<file path="src/rtl/mc_pkg.sv">
// mc_pkg: shared constants and types for the multi-cycle MIPS sequencing controller.
//   Opcode constants, the 4-bit state encoding, datapath mux select codes,
//   ALU operation codes and trap cause codes.
package mc_pkg;

    localparam int unsigned OPCODE_W = 6;
    localparam int unsigned STATE_W  = 4;
    localparam int unsigned WAIT_W   = 8;

    localparam logic [OPCODE_W-1:0] OP_ADDIU = 6'h09;
    localparam logic [OPCODE_W-1:0] OP_LW    = 6'h23;
    localparam logic [OPCODE_W-1:0] OP_SW    = 6'h2B;
    localparam logic [OPCODE_W-1:0] OP_BNE   = 6'h05;
    localparam logic [OPCODE_W-1:0] OP_J     = 6'h02;

    typedef enum logic [STATE_W-1:0] {
        S_FETCH    = 4'd0,
        S_DECODE   = 4'd1,
        S_MEM_ADDR = 4'd2,
        S_MEM_RD   = 4'd3,
        S_MEM_WB   = 4'd4,
        S_MEM_WR   = 4'd5,
        S_IMM_EX   = 4'd6,
        S_IMM_WB   = 4'd7,
        S_BRANCH   = 4'd8,
        S_JUMP     = 4'd9,
        S_TRAP     = 4'd10
    } state_t;

    // ALU B operand select
    localparam logic [1:0] ASB_B       = 2'b00;
    localparam logic [1:0] ASB_FOUR    = 2'b01;
    localparam logic [1:0] ASB_IMM     = 2'b10;
    localparam logic [1:0] ASB_IMM_SH2 = 2'b11;

    // next-PC select
    localparam logic [1:0] PCS_ALU    = 2'b00;
    localparam logic [1:0] PCS_ALUOUT = 2'b01;
    localparam logic [1:0] PCS_JUMP   = 2'b10;

    localparam logic [2:0] ALU_ADD = 3'b010;
    localparam logic [2:0] ALU_SUB = 3'b110;

    localparam logic [1:0] CAUSE_NONE    = 2'b00;
    localparam logic [1:0] CAUSE_ILLEGAL = 2'b01;
    localparam logic [1:0] CAUSE_TIMEOUT = 2'b10;

endpackage

</file>
<file path="src/rtl/mc_control_if.sv">
// mc_control_if: datapath-side bus of the sequencing controller.
//   master: the controller (takes opcode/zero/mem_ready, drives selects,
//           strobes, debug state, trap status and retired count).
//   slave : the datapath / memory side (the reverse directions).
interface mc_control_if #(
    parameter int unsigned CNT_W = 32
) ();
    import mc_pkg::*;

    logic [OPCODE_W-1:0] opcode;
    logic                zero;
    logic                mem_ready;
    logic                pc_en;
    logic                i_or_d;
    logic                mem_read;
    logic                mem_write;
    logic                ir_write;
    logic                reg_write;
    logic                mem_to_reg;
    logic                alu_src_a;
    logic [1:0]          alu_src_b;
    logic [2:0]          alu_ctrl;
    logic [1:0]          pc_source;
    logic [STATE_W-1:0]  state;
    logic                trap;
    logic [1:0]          trap_cause;
    logic [CNT_W-1:0]    retired;

    modport master (
        input  opcode, zero, mem_ready,
        output pc_en, i_or_d, mem_read, mem_write, ir_write, reg_write,
               mem_to_reg, alu_src_a, alu_src_b, alu_ctrl, pc_source,
               state, trap, trap_cause, retired
    );

    modport slave (
        output opcode, zero, mem_ready,
        input  pc_en, i_or_d, mem_read, mem_write, ir_write, reg_write,
               mem_to_reg, alu_src_a, alu_src_b, alu_ctrl, pc_source,
               state, trap, trap_cause, retired
    );

endinterface

</file>
<file path="src/rtl/mc_waitcnt.sv">
// mc_waitcnt: memory-phase wait counter.
//   clk, rst : clock, synchronous active-high reset
//   i_clr    : clear the count (state change)
//   i_en     : count one stalled cycle
//   o_term_c : this stalled cycle is the WAIT_MAX-th one (combinational)
module mc_waitcnt
    import mc_pkg::*;
#(
    parameter int unsigned WAIT_MAX = 15
) (
    input  logic clk,
    input  logic rst,
    input  logic i_clr,
    input  logic i_en,
    output logic o_term_c
);

    logic [WAIT_W-1:0] r_count;

    // Flag the stall that would bring the count up to WAIT_MAX
    assign o_term_c = i_en && (r_count == WAIT_W'(WAIT_MAX - 1));

    always_ff @(posedge clk) begin
        if (rst || i_clr) begin
            r_count <= '0;
        end else if (i_en) begin
            r_count <= r_count + WAIT_W'(1);
        end
    end

endmodule

</file>
<file path="src/rtl/mc_control.sv">
// mc_control: multi-cycle sequencing controller for the MIPS core.
//   clk, rst : clock, synchronous active-high reset
//   bus      : mc_control_if.master -- opcode/zero/mem_ready in; mux selects,
//              memory/register strobes, pc_en, debug state, sticky trap with
//              cause, and retired-instruction count out.
module mc_control
    import mc_pkg::*;
#(
    parameter int unsigned WAIT_MAX = 15,
    parameter int unsigned CNT_W    = 32
) (
    input  logic            clk,
    input  logic            rst,
    mc_control_if.master    bus
);

    state_t           r_state;
    state_t           w_next;
    logic             r_trap;
    logic [1:0]       r_trap_cause;
    logic [CNT_W-1:0] r_retired;

    logic       w_cause;
    logic [1:0] w_cause_code;
    logic       w_retire;
    logic       w_pc_write;
    logic       w_pc_write_cond;
    logic       w_i_or_d;
    logic       w_mem_read;
    logic       w_mem_write;
    logic       w_ir_write;
    logic       w_reg_write;
    logic       w_mem_to_reg;
    logic       w_alu_src_a;
    logic [1:0] w_alu_src_b;
    logic [2:0] w_alu_ctrl;
    logic [1:0] w_pc_source;
    logic       w_wait_en;
    logic       w_wait_clr;
    logic       w_wait_term;

    // Stall counting only in memory phases; any state change restarts the count
    assign w_wait_en  = ((r_state == S_FETCH) || (r_state == S_MEM_RD) ||
                         (r_state == S_MEM_WR)) && !bus.mem_ready;
    assign w_wait_clr = (w_next != r_state);

    mc_waitcnt #(
        .WAIT_MAX (WAIT_MAX)
    ) u_waitcnt (
        .clk      (clk),
        .rst      (rst),
        .i_clr    (w_wait_clr),
        .i_en     (w_wait_en),
        .o_term_c (w_wait_term)
    );

    // State register, sticky trap and retired counter
    always_ff @(posedge clk) begin
        if (rst) begin
            r_state      <= S_FETCH;
            r_trap       <= 1'b0;
            r_trap_cause <= CAUSE_NONE;
            r_retired    <= '0;
        end else begin
            r_state <= w_next;
            r_trap  <= (r_state == S_TRAP);
            if (w_cause) begin
                r_trap_cause <= w_cause_code;
            end
            if (w_retire) begin
                r_retired <= r_retired + CNT_W'(1);
            end
        end
    end

    // Next-state and datapath control decode
    always_comb begin
        w_next          = r_state;
        w_cause         = 1'b0;
        w_cause_code    = CAUSE_NONE;
        w_retire        = 1'b0;
        w_pc_write      = 1'b0;
        w_pc_write_cond = 1'b0;
        w_i_or_d        = 1'b0;
        w_mem_read      = 1'b0;
        w_mem_write     = 1'b0;
        w_ir_write      = 1'b0;
        w_reg_write     = 1'b0;
        w_mem_to_reg    = 1'b0;
        w_alu_src_a     = 1'b0;
        w_alu_src_b     = ASB_B;
        w_alu_ctrl      = ALU_ADD;
        w_pc_source     = PCS_ALU;

        case (r_state)
            S_FETCH: begin
                w_mem_read  = 1'b1;
                w_alu_src_b = ASB_FOUR;
                if (bus.mem_ready) begin
                    w_ir_write = 1'b1;
                    w_pc_write = 1'b1;
                    w_next     = S_DECODE;
                end else if (w_wait_term) begin
                    w_next       = S_TRAP;
                    w_cause      = 1'b1;
                    w_cause_code = CAUSE_TIMEOUT;
                end
            end
            S_DECODE: begin
                // Branch target precomputed into ALUOut
                w_alu_src_b = ASB_IMM_SH2;
                case (bus.opcode)
                    OP_LW, OP_SW: w_next = S_MEM_ADDR;
                    OP_ADDIU:     w_next = S_IMM_EX;
                    OP_BNE:       w_next = S_BRANCH;
                    OP_J:         w_next = S_JUMP;
                    default: begin
                        w_next       = S_TRAP;
                        w_cause      = 1'b1;
                        w_cause_code = CAUSE_ILLEGAL;
                    end
                endcase
            end
            S_MEM_ADDR: begin
                w_alu_src_a = 1'b1;
                w_alu_src_b = ASB_IMM;
                w_next      = (bus.opcode == OP_LW) ? S_MEM_RD : S_MEM_WR;
            end
            S_MEM_RD: begin
                w_mem_read = 1'b1;
                w_i_or_d   = 1'b1;
                if (bus.mem_ready) begin
                    w_next = S_MEM_WB;
                end else if (w_wait_term) begin
                    w_next       = S_TRAP;
                    w_cause      = 1'b1;
                    w_cause_code = CAUSE_TIMEOUT;
                end
            end
            S_MEM_WB: begin
                w_reg_write  = 1'b1;
                w_mem_to_reg = 1'b1;
                w_retire     = 1'b1;
                w_next       = S_FETCH;
            end
            S_MEM_WR: begin
                w_mem_write = 1'b1;
                w_i_or_d    = 1'b1;
                if (bus.mem_ready) begin
                    w_retire = 1'b1;
                    w_next   = S_FETCH;
                end else if (w_wait_term) begin
                    w_next       = S_TRAP;
                    w_cause      = 1'b1;
                    w_cause_code = CAUSE_TIMEOUT;
                end
            end
            S_IMM_EX: begin
                w_alu_src_a = 1'b1;
                w_alu_src_b = ASB_IMM;
                w_next      = S_IMM_WB;
            end
            S_IMM_WB: begin
                w_reg_write = 1'b1;
                w_retire    = 1'b1;
                w_next      = S_FETCH;
            end
            S_BRANCH: begin
                w_alu_src_a     = 1'b1;
                w_alu_ctrl      = ALU_SUB;
                w_pc_write_cond = 1'b1;
                w_pc_source     = PCS_ALUOUT;
                w_retire        = 1'b1;
                w_next          = S_FETCH;
            end
            S_JUMP: begin
                w_pc_write  = 1'b1;
                w_pc_source = PCS_JUMP;
                w_retire    = 1'b1;
                w_next      = S_FETCH;
            end
            S_TRAP: begin
                w_next = S_TRAP;
            end
            default: begin
                w_next = S_FETCH;
            end
        endcase
    end

    // Strobes are held off while reset is asserted
    assign bus.pc_en      = (w_pc_write | (w_pc_write_cond & ~bus.zero)) & ~rst;
    assign bus.mem_read   = w_mem_read  & ~rst;
    assign bus.mem_write  = w_mem_write & ~rst;
    assign bus.ir_write   = w_ir_write  & ~rst;
    assign bus.reg_write  = w_reg_write & ~rst;
    assign bus.i_or_d     = w_i_or_d;
    assign bus.mem_to_reg = w_mem_to_reg;
    assign bus.alu_src_a  = w_alu_src_a;
    assign bus.alu_src_b  = w_alu_src_b;
    assign bus.alu_ctrl   = w_alu_ctrl;
    assign bus.pc_source  = w_pc_source;
    assign bus.state      = r_state;
    assign bus.trap       = r_trap;
    assign bus.trap_cause = r_trap_cause;
    assign bus.retired    = r_retired;

endmodule
</file>
<file path="src/flat_wrapper.sv">
// flat-port wrapper written by rule: the top's interface ports become plain ports
module mc_control_flat import mc_pkg::*;
#(
    parameter int unsigned WAIT_MAX = 15,
    parameter int unsigned CNT_W    = 32
)
  (clk, rst, bus_opcode, bus_zero, bus_mem_ready, bus_pc_en, bus_i_or_d, bus_mem_read, bus_mem_write, bus_ir_write, bus_reg_write, bus_mem_to_reg, bus_alu_src_a, bus_alu_src_b, bus_alu_ctrl, bus_pc_source, bus_state, bus_trap, bus_trap_cause, bus_retired);
  mc_control_if #(.CNT_W(CNT_W)) bus_i ();
  input  logic clk;
  input  logic rst;
  input wire logic [$bits(bus_i.opcode)-1:0] bus_opcode;
  input wire logic [$bits(bus_i.zero)-1:0] bus_zero;
  input wire logic [$bits(bus_i.mem_ready)-1:0] bus_mem_ready;
  output wire logic [$bits(bus_i.pc_en)-1:0] bus_pc_en;
  output wire logic [$bits(bus_i.i_or_d)-1:0] bus_i_or_d;
  output wire logic [$bits(bus_i.mem_read)-1:0] bus_mem_read;
  output wire logic [$bits(bus_i.mem_write)-1:0] bus_mem_write;
  output wire logic [$bits(bus_i.ir_write)-1:0] bus_ir_write;
  output wire logic [$bits(bus_i.reg_write)-1:0] bus_reg_write;
  output wire logic [$bits(bus_i.mem_to_reg)-1:0] bus_mem_to_reg;
  output wire logic [$bits(bus_i.alu_src_a)-1:0] bus_alu_src_a;
  output wire logic [$bits(bus_i.alu_src_b)-1:0] bus_alu_src_b;
  output wire logic [$bits(bus_i.alu_ctrl)-1:0] bus_alu_ctrl;
  output wire logic [$bits(bus_i.pc_source)-1:0] bus_pc_source;
  output wire logic [$bits(bus_i.state)-1:0] bus_state;
  output wire logic [$bits(bus_i.trap)-1:0] bus_trap;
  output wire logic [$bits(bus_i.trap_cause)-1:0] bus_trap_cause;
  output wire logic [$bits(bus_i.retired)-1:0] bus_retired;
  assign bus_i.opcode = bus_opcode;
  assign bus_i.zero = bus_zero;
  assign bus_i.mem_ready = bus_mem_ready;
  assign bus_pc_en = bus_i.pc_en;
  assign bus_i_or_d = bus_i.i_or_d;
  assign bus_mem_read = bus_i.mem_read;
  assign bus_mem_write = bus_i.mem_write;
  assign bus_ir_write = bus_i.ir_write;
  assign bus_reg_write = bus_i.reg_write;
  assign bus_mem_to_reg = bus_i.mem_to_reg;
  assign bus_alu_src_a = bus_i.alu_src_a;
  assign bus_alu_src_b = bus_i.alu_src_b;
  assign bus_alu_ctrl = bus_i.alu_ctrl;
  assign bus_pc_source = bus_i.pc_source;
  assign bus_state = bus_i.state;
  assign bus_trap = bus_i.trap;
  assign bus_trap_cause = bus_i.trap_cause;
  assign bus_retired = bus_i.retired;
  mc_control #(.WAIT_MAX(WAIT_MAX), .CNT_W(CNT_W)) u_core (.clk(clk), .rst(rst), .bus(bus_i));
endmodule
</file>
<file path="config.mk">
export PLATFORM = sky130hd
export DESIGN_NAME = mc_control_flat
export DESIGN_NICKNAME = d
export VERILOG_FILES = /design/src/rtl/mc_pkg.sv /design/src/rtl/mc_control_if.sv /design/src/rtl/mc_waitcnt.sv /design/src/rtl/mc_control.sv /design/src/flat_wrapper.sv
export SDC_FILE = /design/constraint.sdc
export NUM_CORES = 1
export LEC_CHECK = 0
export ABC_CLOCK_PERIOD_IN_PS = 3600
export BUFFER_PORTS_ARGS = -buffer_cell sky130_fd_sc_hd__buf_4
export CAP_MARGIN = 20
export CELL_PAD_IN_SITES_DETAIL_PLACEMENT = 0
export CELL_PAD_IN_SITES_GLOBAL_PLACEMENT = 1
export CORE_UTILIZATION = 39
export CTS_CLUSTER_SIZE = 30
export DETAILED_ROUTE_END_ITERATION = 8
export MAX_ROUTING_LAYER = met4
export PLACE_DENSITY_LB_ADDON = 0.1
export SYNTH_ARGS = -nofsm -noshare
export SYNTH_HDL_FRONTEND = slang
export SYNTH_HIERARCHICAL = 1
export SYNTH_SLANG_ARGS = --single-unit
</file>
<file path="constraint.sdc">
create_clock -name clk -period 3.6 [get_ports clk]
set_input_delay 0.18 -clock clk [delete_from_list [all_inputs] [get_ports clk]]
set_output_delay 0.18 -clock clk [all_outputs]
set_load 0.005 [all_outputs]
</file>
Word-level counts from Yosys, hierarchy flattened
Cells that the tools add are included.
{ "word_totals": {"regBits": 47, "in_bits": 10, "out_inout_bits": 54, "wordCells": 78} }
{ "op_classes": {"addsub": 2, "n_eq_ne": 17, "mux": 29, "bitwise": 9, "n_reduce_logical": 16} }
{ "op_table": {"columns": ["operator", "n"], "rows": [
  ["32-bit by 1-bit adder with 32-bit output (second input constant)", 1],
  ["4-bit one-hot mux with 7 select lines", 1],
  ["4-bit by 3-bit == test with 1-bit output (second input constant)", 4],
  ["4-bit 2-to-1 mux", 4],
  ["4-bit one-hot mux with 4 select lines", 1],
  ["1-bit 2-to-1 mux", 13],
  ["4-bit == test (second input constant)", 3],
  ["6-bit == test (second input constant)", 2],
  ["2-bit OR reduction", 5],
  ["8-bit by 1-bit adder with 8-bit output (second input constant)", 1],
  ["4-bit by 2-bit == test with 1-bit output (second input constant)", 2],
  ["8-bit by 4-bit == test with 1-bit output (second input constant)", 1],
  ["2-bit one-hot mux with 2 select lines", 2],
  ["1-bit bitwise AND", 6],
  ["6-bit by 2-bit == test with 1-bit output (second input constant)", 1],
  ["6-bit by 3-bit == test with 1-bit output (second input constant)", 1],
  ["6-bit by 4-bit == test with 1-bit output (second input constant)", 1],
  ["3-bit 2-to-1 mux", 2],
  ["1-bit one-hot mux with 2 select lines", 3],
  ["2-bit one-hot mux with 3 select lines", 1],
  ["3-bit OR reduction", 2],
  ["5-bit OR reduction", 1],
  ["4-bit by 1-bit == test with 1-bit output (second input constant)", 1],
  ["4-bit zero test", 1],
  ["other kinds (8)", 13]
]} }

Depth between registers and ports, before layout
Gate-level depths: netlist of run 1.
{ "depth": {"depth_word": 10, "ltp_mapped": 15, "mapped_depth_nobuf": 12} }

Modules after synthesis
The synthesis of run 1 kept the hierarchy.
{ "modules_own_cells": {"columns": ["mod", "instances", "cells_each", "area_per_inst_um2"], "rows": [
  ["mc_control", 1, 303, 2316.0],
  ["mc_waitcnt", 1, 43, 380.4]
]} }

Worst setup path after synthesis of run 1
Ideal clock, no wire load.
{ "synth_path": {"path_type": "reg-to-reg", "start": "register u_core.r_state[2], in the netlist u_core/bus.state[2]", "end": "register u_core.u_waitcnt.r_count[1]", "arrival_time_ps": 2981, "t_required_ps": 3514, "path_slack_ps": 534, "stages_incl_launch_ff": 16, "path_buffers": 3, "cell_sequence": "dfxtp_1 > buf_2 > nand2b_1 > mux2i_1 > and2_1 > buf_4 > nand4b_1 > nor4_1 > nor4b_1 > a21oi_1 > o32ai_1 > mux2_2 > o221ai_1 > or2_2 > clkbuf_1 > a211oi_1"} }
{ "synth_via": {"elab_chain_cells": 10} }
{ "synth_lines": {"columns": ["item", "line_no", "source"], "rows": [
  ["from (decl)", "mc_control.sv:17", "state_t r_state;"],
  ["from (signal assigned)", "mc_control.sv:65", "r_state <= w_next;"],
  ["4-bit by 2-bit == test with 1-bit output / 4-bit zero test (equally long branches)", "mc_control.sv:43", "assign w_wait_en = ((r_state == S_FETCH) || (r_state == S_MEM_RD) ||"],
  ["1-bit logical OR", "mc_control.sv:43", null],
  ["1-bit logical OR *", "mc_control.sv:43", null],
  ["1-bit logical AND *", "mc_control.sv:44", "(r_state == S_MEM_WR)) && !bus.mem_ready;"],
  ["named net u_core.w_wait_en", "mc_control.sv:38", "logic w_wait_en;"],
  ["1-bit logical AND *", "mc_waitcnt.sv:21", "assign o_term_c = i_en && (r_count == WAIT_W'(WAIT_MAX - 1));"],
  ["named net u_core.w_wait_term", "mc_control.sv:40", "logic w_wait_term;"],
  ["4-bit 2-to-1 mux *", "mc_control.sv:103, mc_control.sv:134, mc_control.sv:152", null],
  ["4-bit 2-to-1 mux, on equally long branches", "mc_control.sv:149, mc_control.sv:99, mc_control.sv:132", null],
  ["4-bit one-hot mux with 7 select lines *", "mc_control.sv:95", "case (r_state)"],
  ["4-bit inequality test *", "mc_control.sv:45", "assign w_wait_clr = (w_next != r_state);"],
  ["named net u_core.w_wait_clr", "mc_control.sv:39", "logic w_wait_clr;"],
  ["1-bit logical OR *", "mc_waitcnt.sv:24", "if (rst || i_clr) begin"],
  ["to (signal assigned)", "mc_waitcnt.sv:27", "r_count <= r_count + WAIT_W'(1);"],
  ["to (decl)", "mc_waitcnt.sv:18", "logic [WAIT_W-1:0] r_count;"]
]} }
Mark *: on every way through the listed nets, which the timed path passes. The rest lies on a longest branch.
A chain may end at the register's enable or synchronous reset.

Final worst setup path of run 1
{ "layout_path": {"start": "register u_core.r_state[0], in the netlist u_core/bus.state[0]", "end": "register u_core.u_waitcnt.r_count[1]"} }
The elaborated chain is that of the path after synthesis.

==> impl_metrics.yaml, run 1 <==
cts:
  cts_made_buffers: 5
  postCtsSetupBuffers: 0
  clk_pin_slew_worst_paths_ns: 0.08
  cts_resized: 0
  ctsRootBufferMaster: "clkbuf_8"
  cts_tree: "done"
  clkLatencyLatePin_ns: 0.30
  cts_buffer_depth: 2
  cts_hold_buf: 0
  htree_num_levels: 2
  clkSinkCount: 47
die:
  ios: 64
  die_y_um: 85.15
  dieArea_um2: 7251
  start_util_pct: 41.51
  rows: 29
  core_area_um2: 6495
  die_w_um: 85.15
placed_design:
  placed_cells: 462
  io_buffers: 61
  place_congestion: 0.8563
  hpwl_um: 4654
worst_setup_path:
  critical_path_class: "flop to flop"
  path_max_fanout: 19
  crit_arrival_ns: 3.35
  cp-start-kind: "flop"
  slowest_delay_ns: 0.71
  cp.required_ns: 3.82
  endpoint_kind: "flop"
  worstPathCellList: "nand2b_1 -> mux2i_1 -> and2_1 -> nand4b_1 -> nor4_1 -> nor4b_1 -> a21oi_1 -> o32ai_1 -> mux2_2 -> o221ai_1 -> or2_2 -> a211oi_1"
  cp_slowest_cell: "dfxtp_1"
layout:
  antennaDiodeCount: 0
  nets: 405
  stdcell_count: 470
  area_growth_pct: 22.00
  drive_gt1_share_pct: 21.63
logic_synthesis:
  yosysWarningCount: 6
  netlist_instances: 346
  synth-adder-area-share_pct: 1.392
  synth_top_family_by_area: "simple AND/OR/NAND/NOR gates"
  ys_ff_latch: 47
  synth_cell_types: 51
  yosys.area_share.simple_pct: 32.44
  synth_fp_nets: 359
  synth_flop_cell: "dfxtp_1"
  synth-compound-area-share_pct: 17.87
  synth_edf_count: 0
  synth_mux_area_share_pct: 1.206
  avgSynthCellArea_um2: 7.793
  async_flop_share_pct: 0
  seq_area_frac_synth_pct: 34.90
  synthXorXnorAreaFrac_pct: 5.522
  syn_area_um2: 2696
grt:
  overflow: 0
  antenna_found_initial: 0
  track_usage_pct: 19.58
  grt_pass1_vias: 2345
  grt_max_degree: 45
  grt_pass1_wl_um: 11230
timing:
  skew_ns: 0.006690
  min_period_ns: 3.127
  worstMarginPinSlew_ns: 0.6187
  rsz0062_at_grt: "no"
  drv_slew: 0
  timing_hold_violations_final: 0
  max-slew-margin-rel_pct: 58.39
  setup_viol: 0
  clock.fmax_mhz: 319.8
  post-route-period-util_pct: 86.85
  setup_tns_ns: 0
worst_hold_path:
  hp-class: "primary input to flop"
run:
  cap_viol_max_count: 0
route:
  totalWireLength_um: 6682
  drt_iter0_drc: 110
  via_per_inst: 5.521
  antenna_left: 0
  wire_per_inst_um: 14.22
  vias: 2595
  drc: 0
  drtPass1Iterations: 4
power_and_ir_drop:
  peakVddDrop_mv: 0.1781
  p_per_area_nw_per_um2: 390.4
  p_leak_nw: 1.182
run_status:
  outcome: "finished clean"
==> worst paths after layout <==
| check | endpoint | depth (start not counted) | from | slack (ns) |
|---|---|---|---|---|
| setup reg to reg | u_core/u_waitcnt/r_count[1]$_SDFFE_PP0P_ | 12 | u_core/bus.state[0]$_SDFF_PP0_ | 0.47 |
| hold reg to reg | u_core/u_waitcnt/r_count[7]$_SDFFE_PP0P_ | 2 | u_core/u_waitcnt/r_count[7]$_SDFFE_PP0P_ | 0.48 |
| hold / removal | u_core/bus.state[0]$_SDFF_PP0_ | 3 | bus_opcode[0] | 0.24 |
| setup / recovery | u_core/u_waitcnt/r_count[1]$_SDFFE_PP0P_ | 12 | u_core/bus.state[0]$_SDFF_PP0_ | 0.47 |
==> Yosys cell counts (2+ instances only) <==
cell type	count	area, um^2
o21a_1	2	15.01
nor4_1	11	68.82
a21oi_1	31	155.2
o211ai_1	2	15.01
nor3_1	11	55.05
a31oi_1	3	18.77
buf_1	2	7.510
and4_1	3	26.28
dfxtp_1	47	940.9
nand4_1	9	56.30
nand3_1	15	75.07
o21ai_0	19	95.09
ha_1	3	37.54
buf_2	3	15.01
clkbuf_1	16	60.06
inv_1	11	41.29
conb_1	2	7.510
xor2_1	5	43.79
nand2b_1	5	31.28
nor2_1	30	112.6
o31ai_1	12	90.09
xnor2_1	12	105.1
mux2_2	2	22.52
or3_1	14	87.58
nand3b_1	4	30.03
o211a_1	2	20.02
or4_1	11	82.58
or2_2	4	25.02
nand2_1	22	82.58
and3_1	2	12.51
a21boi_0	2	15.01
nor2b_1	5	31.28
buf_4	5	37.54
a21o_1	2	15.01
==> kinds of logic after synthesis <==
kind of cell	after synthesis
and+or+nand+nor	156
AOI/OAI and AO/OA	80
DFF	47
buffers and inverters	38
xor gates and xnor gates	17
adders and majority gates	3
muxes	3
other	2
==> state kept, by name, summed over array words and instances, names as in the netlist <==
signal	count
u_core/bus.trap	1
u_core/u_waitcnt/r_count	8
u_core/bus.state	4
u_core/bus.trap_cause	2
u_core/bus.retired	32
==> per-layer routing <==
metal,GRT usage [%],vias to the layer above,routed length (um)
met4,5.393,0,77
met5,-,-,0
met3,3.210,7,245
met1,24.64,1199,3250
met2,32.48,51,3108
li1,-,1338,-
==> where the power goes <==
group | internal, W | switching, W
logic | 0.000122 | 0.000142
registers | 0.000535 | 0.0000259
clock network | 0.000278 | 0.000182
==> area by class of cell <==
| type | instances | area (um^2) |
|---|---|---|
| Clock buffer | 6 | 72.57 |
| Clock inverter | 2 | 60.06 |
| Fill cell | 659 | 3206 |
| Inverter | 11 | 41.29 |
| Multi-Input combinational cell | 261 | 1583 |
| Sequential cell | 47 | 940.9 |
| Tap cell | 77 | 96.34 |
| Timing Repair Buffer | 66 | 495.5 |
==> critical path, delay by kind of cell (launching register included) <==
family           cells  cell delay [ns]
AND/OR/NAND/NOR      6             1.33
flip-flops           1             0.71
AO/OA/AOI/OAI        4             0.58
multiplexers         2             0.43
==> layout by cell type (no fill, tap or decap), types with 2 or more instances in the layout <==
cell	n
xnor2_1	12
or4_1	11
a31oi_1	3
clkbuf_8	5
nand3b_1	4
bufinv_16	2
mux2_2	2
a21boi_0	2
o21ai_0	19
o211ai_1	2
o31ai_1	12
dfxtp_1	47
conb_1	2
a21o_1	2
nor3_1	11
ha_1	3
inv_1	11
nor2_1	30
xor2_1	5
and3_1	2
nand2b_1	5
and4_1	3
nand2_1	22
or2_2	4
o21a_1	2
buf_4	66
nor4_1	11
nor2b_1	5
nand4_1	9
o211a_1	2
a21oi_1	31
or3_1	14
nand3_1	15
==> metrics by stage <==
step | total power (W) | setup slack [ns] | cell area, um^2 | util, % | hold WS, ns
finish | 0.001284 | 0.4734 | 3289 | 50.65 | 0.2444
global route | 0.001354 | 0.1383 | 3289 | 50.65 | 0.2501
CTS | 0.001296 | 0.4701 | 3289 | 50.65 | 0.2404
detailed placement | 0.0008369 | 0.4753 | 3157 | 48.60 | 0.4710
global placement | 0.0008374 | 0.6049 | 3157 | 48.60 | 0.4630
floorplan | 0.0007476 | 0.5339 | 2696 | - | 0.3999
Power figures use the tool's default switching activity.
==> run 2, diff against run 1 <==
Settings changed: CORE_MARGIN set to 5, PLACE_DENSITY set to 0.84, PLACE_DENSITY_LB_ADDON 0.1 to unset, SYNTH_HIERARCHICAL 1 to unset.
==> impl_metrics.yaml, run 2 <==
route:
  wire_per_inst_um: 14.24
  totalWireLength_um: 6308
  vias: 2426
  drt_iter0_drc: 121
  via_per_inst: 5.476
  antenna_left: 0
  drc: 0
  drtPass1Iterations: 4
grt:
  grt_max_degree: 45
  antenna_found_initial: 0
  overflow: 0
  track_usage_pct: 15.05
  grt_pass1_wl_um: 10640
  grt_pass1_vias: 2312
cts:
  cts_resized: 0
  postCtsSetupBuffers: 0
  ctsRootBufferMaster: "clkbuf_8"
  clkSinkCount: 47
  htree_num_levels: 2
  clkLatencyLatePin_ns: 0.29
  clk_pin_slew_worst_paths_ns: 0.09
  cts_made_buffers: 5
  cts_tree: "done"
  cts_buffer_depth: 2
  cts_hold_buf: 0
die:
  rows: 29
  start_util_pct: 40.50
  die_w_um: 91.44
  core_area_um2: 6386
  die_y_um: 91.44
  dieArea_um2: 8360
  ios: 64
power_and_ir_drop:
  pwr-share-clk_pct: 29.8
  p_per_area_nw_per_um2: 328.9
  p_seq_share_pct: 54.0
  switching_share_pct: 28.00
  switchingPower_w: 0.0002886
  peakVddDrop_mv: 0.2122
  p_comb_share_pct: 16.2
  p_int_w: 0.0007424
  power_w: 0.001031
  p_leak_nw: 1.173
layout:
  antennaDiodeCount: 0
  largest_register_ffs: 32
  nets: 379
  area_growth_pct: 21.19
  stdcell_count: 443
  n_fill_cell: 647
  layout_common_cells: "buf_4, dfxtp_1, nor2_1"
  mostFrequentLayoutCell: "buf_4"
  drive_gt1_share_pct: 22.68
timing:
  rsz0062_at_grt: "no"
  worstMarginPinSlew_ns: 0.8034
  setup_viol: 0
  clock.fmax_mhz: 388.8
  post-route-period-util_pct: 71.45
  drv_slew: 0
  fin_ws_ns: 1.028
  setup_tns_ns: 0
  timing_hold_violations_final: 0
  skew_ns: 0.007396
  max-slew-margin-rel_pct: 46.44
  min_period_ns: 2.572
logic_synthesis:
  synth.top_cells.by_count: "dfxtp_1, nor2_1, a21oi_1"
  ys_ff_latch: 47
  synth_fp_nets: 330
  synth_edf_count: 0
  netlist_instances: 317
  yosys.area.top_type_share_pct: 36.38
  synthTopCellsByArea: "dfxtp_1, xor2_1, a21oi_1"
  synth_flop_cell: "dfxtp_1"
  syn_area_um2: 2586
  yosysWarningCount: 0
  async_flop_share_pct: 0
  avgSynthCellArea_um2: 8.158
  yosys.area.top_type: "dfxtp_1"
  synth_cell_types: 54
  seq_area_frac_synth_pct: 36.38
  yosysMostFrequentCell: "dfxtp_1"
worst_setup_path:
  endpoint_kind: "flop"
  slowest_delay_ns: 0.75
  worstPathCellList: "o21ai_0 -> a21oi_2 -> o211ai_4 -> or4_1 -> a21oi_1"
  path_max_fanout: 20
  cp_slowest_cell: "dfxtp_1"
  cp-start-kind: "flop"
  crit_arrival_ns: 2.80
  critical_path_class: "flop to flop"
  cp.required_ns: 3.83
worst_hold_path:
  hp-class: "primary input to flop"
placed_design:
  hpwl_um: 4527
  place_ws_ns: 1.048
  placed_cells: 436
  io_buffers: 61
  place_congestion: 0.7335
run:
  cap_viol_max_count: 0
run_status:
  outcome: "finished clean"
-- run 2: changes by cell type after synthesis, moves of 6 or more --
cell,change
clkbuf_1,-6
o21ai_0,+7
xor2_1,+12
xnor2_1,-8
o31ai_1,-10
o2111ai_1,+6
nor4_1,-9
nand2_1,-7
or4_1,-9
-- run 2: path summary, 6_finish.rpt --
kind / start / endpoint / slack [ns] / cells past startpoint
worst max-delay path: u_core.bus.state[1]$_SDFF_PP0_ / u_core.bus.retired[11]$_SDFFE_PP0P_ / 1.03 / 5
worst min-delay path: bus_opcode[1] / u_core.bus.state[2]$_SDFF_PP0_ / 0.27 / 4
worst min register to register: u_core.bus.trap_cause[1]$_SDFFE_PP0P_ / u_core.bus.trap_cause[1]$_SDFFE_PP0P_ / 0.47 / 2
worst max register to register: u_core.bus.state[1]$_SDFF_PP0_ / u_core.bus.retired[11]$_SDFFE_PP0P_ / 1.03 / 5
-- run 2: power by group through the flow --
stage	combinational [W]	sequential, W	clock, W
after floorplan	0.000124	0.000551	0
after global placement	0.000167	0.000568	0
after detailed placement	0.000168	0.000569	0
after CTS	0.000169	0.000556	0.000320
after global routing	0.000183	0.000560	0.000338
final	0.000167	0.000557	0.000307
-- run 2: final cells by class --
type | count | area [um^2] | share of cell area (%)
multi-input cells | 241 | 1515 | 48.34
well taps | 77 | 96.34 | 3.074
repair buffers | 62 | 465.4 | 14.85
clock buffers | 5 | 68.82 | 2.196
flip-flops and latches | 47 | 940.9 | 30.02
inverters | 9 | 33.78 | 1.078
clock inverters | 2 | 13.76 | 0.4391
-- run 2: cells by family after synthesis --
logic type / share of synthesized area, %
buffers and inverters: 5.031
other: 0.2904
AOI/OAI and AO/OA: 21.24
xor gates and xnor gates: 7.112
DFF: 36.38
adders and majority gates: 1.452
and+or+nand+nor: 28.50
-- run 2: routing by layer --
metal,vias up,global-route usage (%),part of all wire (%)
li1,1237,-,-
met1,1129,18.94,48
met2,53,24.16,46
met3,7,3.388,4.8
met4,0,4.156,1.0
met5,-,-,0
-- run 2: critical path: cells and delay by family (launching register included) --
family	cells	cell delay, ns
simple gates	1	0.53
flops	1	0.75
compound gates	4	1.22
-- run 2: through the flow --
| stage | hold slack (ns) | util [%] | cell area, um^2 |
|---|---|---|---|
| floorplan | 0.4272 | - | 2586 |
| global placement | 0.4517 | 47.79 | 3052 |
| detailed placement | 0.4543 | 47.79 | 3052 |
| CTS | 0.2660 | 49.08 | 3134 |
| global route | 0.3133 | 49.08 | 3134 |
| finish | 0.2707 | 49.08 | 3134 |
==> run 3, diff against run 2 <==
Settings changed: ABC_AREA set to 1, ABC_CLOCK_PERIOD_IN_PS 3600 to 2300, CORE_UTILIZATION 39 to 34, PLACE_DENSITY 0.84 to 0.81.
Clock period 3.6 ns to 2.3 ns, I/O delays scaled along.
==> impl_metrics.yaml, run 3 <==
logic_synthesis:
  yosys.area.top_type_share_pct: 32.58
  synth_fp_nets: 474
  synth_edf_count: 0
  netlist_instances: 461
  syn_area_um2: 2888
  synth_cell_types: 29
  ys_ff_latch: 47
  synth_top_family_by_area: "simple AND/OR/NAND/NOR gates"
  synthXorXnorAreaFrac_pct: 6.672
  yosysMostFrequentCell: "nand2_1"
  synthTopCellsByArea: "dfxtp_1, nand2_1, nor2_1"
  async_flop_share_pct: 0
  yosysWarningCount: 0
  synth-adder-area-share_pct: 1.300
  synth.top_cells.by_count: "nand2_1, nor2_1, inv_1"
  synth_mux_area_share_pct: 0
  avgSynthCellArea_um2: 6.264
  seq_area_frac_synth_pct: 32.58
  yosys.area.top_type: "dfxtp_1"
  synth-compound-area-share_pct: 8.536
  yosys.area_share.simple_pct: 41.33
  synth_flop_cell: "dfxtp_1"
cts:
  postCtsSetupBuffers: 0
  cts_hold_buf: 0
  cts_resized: 0
  cts_made_buffers: 5
  cts_buffer_depth: 2
  cts_tree: "done"
  clkSinkCount: 47
  clk_pin_slew_worst_paths_ns: 0.09
  ctsRootBufferMaster: "clkbuf_8"
  htree_num_levels: 2
  clkLatencyLatePin_ns: 0.30
placed_design:
  hpwl_um: 6413
  placed_cells: 619
  dpl_cell_area_um2: 3437
  io_buffers: 61
  place_congestion: 0.8535
layout:
  final_cell_area_um2: 3541
  area_growth_pct: 22.62
  mostFrequentLayoutCell: "nand2_1"
  layout_common_cells: "nand2_1, nor2_1, buf_4"
  drive_gt1_share_pct: 17.43
  antennaDiodeCount: 0
  n_fill_cell: 915
  final_util_pct: 42.88
  largest_register_ffs: 32
  stdcell_count: 627
  nets: 534
timing:
  skew_ns: 0.006284
  rsz0062_at_grt: "no"
  max-slew-margin-rel_pct: 63.55
  drv_slew: 0
  post-route-period-util_pct: 83.72
  worstMarginPinSlew_ns: 0.5426
  min_period_ns: 1.926
  timing_hold_violations_final: 0
  clock.fmax_mhz: 519.3
  setup_viol: 0
  fin_hold_ws_ns: 0.1545
  setup_tns_ns: 0
power_and_ir_drop:
  p_leak_nw: 1.511
  peakVddDrop_mv: 0.3119
  p_int_w: 0.001342
  pwr-share-clk_pct: 27.8
  p_comb_share_pct: 29.0
  switchingPower_w: 0.0007140
  switching_share_pct: 34.73
  p_per_area_nw_per_um2: 580.6
  p_seq_share_pct: 43.1
worst_setup_path:
  cp.required_ns: 2.54
  worstPathCellList: "inv_2 -> nand2_1 -> nand2_1 -> nand2_1 -> nand3_2 -> buf_4 -> inv_2 -> nand2_1 -> a21oi_1"
  cp_top_family: "simple AND/OR/NAND/NOR gates"
  path_max_fanout: 13
  endpoint_kind: "flop"
  cp_slowest_cell: "dfxtp_1"
  crit_arrival_ns: 2.16
  cp_num_buf_inv: 3
  critical_path_class: "flop to flop"
  cp-start-kind: "flop"
  slowest_delay_ns: 0.50
  worst_path_most_repeated_cell: "nand2_1"
die:
  start_util_pct: 34.97
  die_y_um: 102.2
  die_w_um: 102.2
  core_area_um2: 8258
  rows: 33
  ios: 64
  dieArea_um2: 10440
route:
  drtPass1Iterations: 4
  drc: 0
  vias: 2984
  via_per_inst: 4.759
  antenna_left: 0
  wire_per_inst_um: 12.93
  drt_iter0_drc: 131
  totalWireLength_um: 8110
worst_hold_path:
  hp-class: "primary input to flop"
run_status:
  outcome: "finished clean"
run:
  cap_viol_max_count: 0
grt:
  track_usage_pct: 16.28
  antenna_found_initial: 0
  grt_pass1_wl_um: 13380
  overflow: 0
  grt_max_degree: 32
  grt_pass1_vias: 2818
## run 3: changes by cell type in the layout (fill, tap and decap cells not counted), moves of 15 or more
cell	previous run	this run
nand3_1	11	26
o21ai_0	26	9
nor2_1	34	88
nand2_1	15	118
inv_1	9	51
or3_1	18	0
## run 3: path summary, 6_finish.rpt
path | from | endpoint | depth (start not counted) | slack, ns
setup reg to reg | u_core.bus.state[1]$_SDFF_PP0_ | u_core.bus.retired[31]$_SDFFE_PP0P_ | 9 | 0.37
hold / removal | bus_mem_ready | u_core.bus.state[0]$_SDFF_PP0_ | 4 | 0.15
setup / recovery | u_core.bus.state[1]$_SDFF_PP0_ | u_core.bus.retired[31]$_SDFFE_PP0P_ | 9 | 0.37
hold reg to reg | u_core.bus.trap_cause[1]$_SDFFE_PP0P_ | u_core.bus.trap_cause[1]$_SDFFE_PP0P_ | 2 | 0.48
## run 3: per-stage QoR
| step | setup slack [ns] | power (W) |
|---|---|---|
| after detailed placement | 0.4090 | 0.001505 |
| after floorplan | 0.7071 | 0.001295 |
| after CTS | 0.3839 | 0.002076 |
| after global routing | 0.1730 | 0.002198 |
| after global placement | 0.4047 | 0.001505 |
| final | 0.3743 | 0.002056 |
## run 3: cell families after synthesis
kind of cell	count (synthesis)
AOI/OAI and AO/OA	46
xor gates and xnor gates	22
adders and majority gates	3
buffers and inverters	66
DFF	47
other	2
and+or+nand+nor	275
## run 3: tightest hold or removal path: cells and delay by family
family,cells,cell delay [ns]
AO/OA/AOI/OAI,2,0.10
AND/OR/NAND/NOR,1,0.08
buffers and inverters,1,0.11
## run 3: power by group through the flow
stage                     sequential, W  combinational (W)  clock, W
after floorplan                0.000898           0.000397         0
after global placement         0.000904           0.000601         0
after detailed placement       0.000904           0.000601         0
after CTS                      0.000886           0.000604  0.000587
after global routing           0.000892           0.000681  0.000625
final                          0.000887           0.000597  0.000572
## run 3: final cells by class
cell class              instances  area [um^2]  share of cell area (%)
clock buffers                   7        96.34                   2.721
clock inverters                 1        7.507                  0.2120
inverters                      55        206.4                   5.830
multi-input cells             348         1678                   47.39
flip-flops and latches         47        940.9                   26.57
well taps                     105        131.4                   3.710
repair buffers                 64        480.5                   13.57
## run 3: metal layers
layer / global-route usage (%) / share of wire [%] / vias up
met5: - / 0 / -
met4: 3.330 / 1.1 / 0
met3: 3.003 / 5.0 / 9
met2: 28.59 / 50 / 67
met1: 19.45 / 44 / 1339
li1: - / - / 1569
